--- src/rtl/life_rule.sv ---
// rtl/life_rule.sv - serial B3/S23 rule engine and generation sequencer for life_data
// Builds a 3x3 window from the old-generation stream and gates writeback per generation.
module life_rule #(
   parameter int X     = 8,
   parameter int Y     = 8,
   parameter int LOG2X = 3,
   parameter int LOG2Y = 3,
   parameter int GENW  = 16
) (
   input  logic            clk,
   input  logic            reset,
   input  logic            cell_in,
   input  logic            run_key,
   input  logic            step_key,
   output logic            pipe_out,
   output logic            nxt_bit,
   output logic [GENW-1:0] gen_count
);

   typedef enum logic [1:0] {IDLE, ARM, RUN} state_t;

   state_t           state;
   state_t           next_state;
   logic [2*X+2:0]   w;
   logic [LOG2X-1:0] ccol;
   logic [LOG2Y-1:0] crow;
   logic             step_d;
   logic             step_evt;
   logic             centre_zero;
   logic             col_first, col_last, row_first, row_last;
   logic             t_r, t_l, t_dr, t_d, t_dl, t_ur, t_u, t_ul;
   logic [3:0]       n;
   logic             next_cell;

   assign col_first   = (ccol == '0);
   assign col_last    = (ccol == LOG2X'(X-1));
   assign row_first   = (crow == '0);
   assign row_last    = (crow == LOG2Y'(Y-1));
   assign centre_zero = col_first && row_first;
   assign step_evt    = step_key & ~step_d;

   // Centre sits at w[X+1]; taps that would fall off the board edge are forced dead.
   assign t_r  = w[X]     & ~col_last;
   assign t_l  = w[X+2]   & ~col_first;
   assign t_dr = w[0]     & ~col_last  & ~row_last;
   assign t_d  = w[1]     & ~row_last;
   assign t_dl = w[2]     & ~col_first & ~row_last;
   assign t_ur = w[2*X]   & ~col_last  & ~row_first;
   assign t_u  = w[2*X+1] & ~row_first;
   assign t_ul = w[2*X+2] & ~col_first & ~row_first;

   assign n = 4'(t_r) + 4'(t_l) + 4'(t_dr) + 4'(t_d) + 4'(t_dl)
            + 4'(t_ur) + 4'(t_u) + 4'(t_ul);
   assign next_cell = (n == 4'd3) | (w[X+1] & (n == 4'd2));

   always_comb begin
      next_state = state;
      case (state)
         IDLE:    if (run_key || step_evt) next_state = ARM;
         ARM:     if (centre_zero) next_state = RUN;
         RUN:     if (centre_zero && !run_key) next_state = IDLE;
         default: next_state = IDLE;
      endcase
   end

   always_ff @(posedge clk) begin
      if (reset) begin
         w         <= '0;
         ccol      <= LOG2X'(X-2);
         crow      <= LOG2Y'(Y-2);
         step_d    <= 1'b0;
         state     <= IDLE;
         nxt_bit   <= 1'b0;
         pipe_out  <= 1'b0;
         gen_count <= '0;
      end else begin
         w        <= {w[2*X+1:0], cell_in};
         step_d   <= step_key;
         pipe_out <= next_cell;
         state    <= next_state;
         nxt_bit  <= (next_state == RUN);
         if (col_last) begin
            ccol <= '0;
            crow <= row_last ? '0 : crow + LOG2Y'(1);
         end else begin
            ccol <= ccol + LOG2X'(1);
         end
         // A generation closes when the centre wraps back to cell 0 while running.
         if (state == RUN && centre_zero)
            gen_count <= gen_count + GENW'(1);
      end
   end

endmodule

--- config.mk ---
export PLATFORM = sky130hd
export DESIGN_NAME = life_rule
export DESIGN_NICKNAME = d
export VERILOG_FILES = /design/src/rtl/life_rule.sv
export SDC_FILE = /design/constraint.sdc
export NUM_CORES = 1
export LEC_CHECK = 0
export CAP_MARGIN = 25
export CORE_MARGIN = 3
export CORE_UTILIZATION = 58
export CTS_CLUSTER_DIAMETER = 50
export DETAILED_ROUTE_END_ITERATION = 10
export GPL_TIMING_DRIVEN = 1
export PLACE_DENSITY = 0.89
export SYNTH_ARGS = -nofsm -noshare
export SYNTH_HDL_FRONTEND = slang
export SYNTH_SLANG_ARGS = --single-unit
--- constraint.sdc ---
create_clock -name clk -period 6 [get_ports clk]
set_input_delay 0.6 -clock clk [delete_from_list [all_inputs] [get_ports clk]]
set_output_delay 0.6 -clock clk [all_outputs]
set_load 0.01 [all_outputs]
==> impl_metrics.yaml <==
sta:
  fin_crit_sh_pct: 62.01
  slew_violations: 0
  setup_slack_ps: 2279
  finalClockSkew_ps: 6.948
  final-hold-violation-count: 0
  setup-tns-final_ps: 0
  setup_viol: 0
  max_freq_mhz: 268.8
  fin_crit_ps: 3721
  tightestPinTransition_ps: 831.0
  rsz0062_at_grt: "false"
  slew_headroom_pct: 44.42
global_routing:
  grt_pass1_vias: 1404
  antenna_found_initial: 0
  grt_overflow: 0
  grt_pass1_wl_mm: 6.016
  track_usage_pct: 18.99
  grt_max_degree: 25
drt:
  via_count: 1429
  route.detailed.drc: 0
  first_iter_violations: 88
  wl_per_cell_um: 12.86
  first_pass_iters: 5
  drtAntennaViolNets: 0
  routed_wl_mm: 3.395
  via_per_inst: 5.413
final_layout:
  layout.nets: 238
  multi_input_area_um2: 920.9
  syn_to_final_growth_pct: 16.14
  final_cells: 264
  antenna_cells: 0
  register_area_um2: 920.9
  layout-drive-gt1-share_pct: 5.000
  fill_cells: 247
  final_area_mm2: 0.002233
clock_network:
  cts.clk_slew.worst_paths_ps: 120
  clk_path_buf_depth: 2
  cts_hold_buf: 0
  tritoncts: "yes"
  clk_latency_ps: 350
  cts.sinks: 46
  htree_levels: 2
  cts_setup_buffers: 0
  clockRootBuffer: "clkbuf_4"
  cts_buffers: 5
  cts_resized: 0
synthesis:
  async_flop_share_pct: 0
  syn_inst: 197
  yosys_most_used_dff: "dfxtp_1"
  yosysMostFrequentCell: "dfxtp_1"
  synth_warnings: 0
  synthDistinctLibCells: 37
  synth.area.top_cells: "dfxtp_1, nor2b_1, ha_1, fa_1, xnor2_1"
  synth_seq_cells: 46
  synth_fp_nets: 216
  yosysSeqAreaShare_pct: 47.89
  yosysTopAreaCell: "dfxtp_1"
  syn_area_mm2: 0.001923
  yosysTopAreaCellShare_pct: 47.89
  synth_area_per_cell_um2: 9.762
  synth_edf_count: 0
  yosys-top-cells-count: "dfxtp_1, nor2b_1, inv_1, nor2_1"
floorplan:
  die_area_mm2: 0.004042
  coreArea_mm2: 0.003103
  die_h_um: 63.58
  ioPinCount: 23
  initial_core_util_pct: 61.98
  rows: 20
  die_w_um: 63.58
run:
  cap_violations: 0
place:
  dp_hpwl_mm: 2.476
  gp_congestion: 0.7748
  place_area_mm2: 0.002173
  portBuffers: 22
  pre_cts_ws_ps: 2348
  dp.cells: 256
status:
  status: "finished, final reports clean"
worst_setup_path:
  reg2reg_slack_ps: 2280
  critPathKind: "flop to flop"
  critPathLaunchType: "flop"
  critPathRequiredTime_ps: 6290
  worstPathArrival_ps: 4020
  crit_path_max_fanout: 8
  end_kind: "flop"
pwr:
  power_uw: 522.4
  p_leak_uw: 0.0008411
  power.density_mw_per_mm2: 233.9
  peakVddDrop_mv: 0.1660
worst_hold_path:
  min_path_type: "flop to flop"
[area by class of cell]
class / instances / share of cell area (%)
clock buffer: 7 / 2.465
clock inverter: 1 / 0.2241
inverter: 13 / 2.185
multi-input combinational: 130 / 41.23
sequential: 46 / 41.23
tap: 44 / 2.465
timing repair buffer: 23 / 10.20
[flip-flops by register name, summed over array words and instances (netlist names)]
signal     cells
gen_count     16
w             19
step_d         1
nxt_bit        1
pipe_out       1
ccol           3
crow           3
state          2
[worst max-delay path, cell delays in order, from the launching register on]
cell	delay [ps]
dfxtp_1	380
ha_1	160
ha_1	350
nor2b_1	120
fa_1	540
inv_1	50
fa_1	520
inv_1	50
fa_1	470
ha_1	250
fa_1	390
o21ai_0	170
o2111a_1	200
[layer usage]
metal | global-route usage, % | wire length, um | up-vias
li1 | - | - | 710
met1 | 22.64 | 1591 | 685
met2 | 31.03 | 1636 | 28
met3 | 4.813 | 118 | 6
met4 | 10.51 | 48 | 0
met5 | 0 | 0 | -
[per-stage QoR]
step	hold WS, ps	utilization, %
after global routing	473.2	71.98
after global placement	417.2	70.04
final	455.0	71.98
after CTS	458.6	71.98
after detailed placement	431.5	70.04
after floorplan	413.8	-
[where the power goes]
part	switching, uW	internal (uW)	leakage (uW)
Sequential	7.70	316	0.000373
Combinational	27.4	24.7	0.000433
Clock	89.9	56.9	0.0000353
[worst paths after layout]
check / from / endpoint / cells past startpoint
hold / removal: w[5] / w[6] / 1
setup reg to reg: ccol[0] / pipe_out / 12
hold reg to reg: w[5] / w[6] / 1
setup / recovery: ccol[0] / pipe_out / 12
[placed cells by master, fill, tap and decap left out, types with 7 or more instances in the layout]
master           instances
a21oi_1                 10
clkdlybuf4s50_1         22
dfxtp_1                 46
ha_1                    10
inv_1                   13
nand2_1                  8
nand3_1                  8
nor2_1                  11
nor2b_1                 23
xnor2_1                  7
[kinds of logic (layout without fill, tap and decap cells)]
kind of cell    count (synthesis)  count (layout)  synth area share [%]
buf+inv                        21              44                 4.229
mux                             2               2                 1.041
flops                          46              46                 47.89
compound gates                 22              22                 6.896
fa+ha+maj                      14              14                 10.67
simple gates                   83              83                 25.18
xor+xnor                        9               9                 4.099
Note: power is estimated with default switching activity, not from simulation.
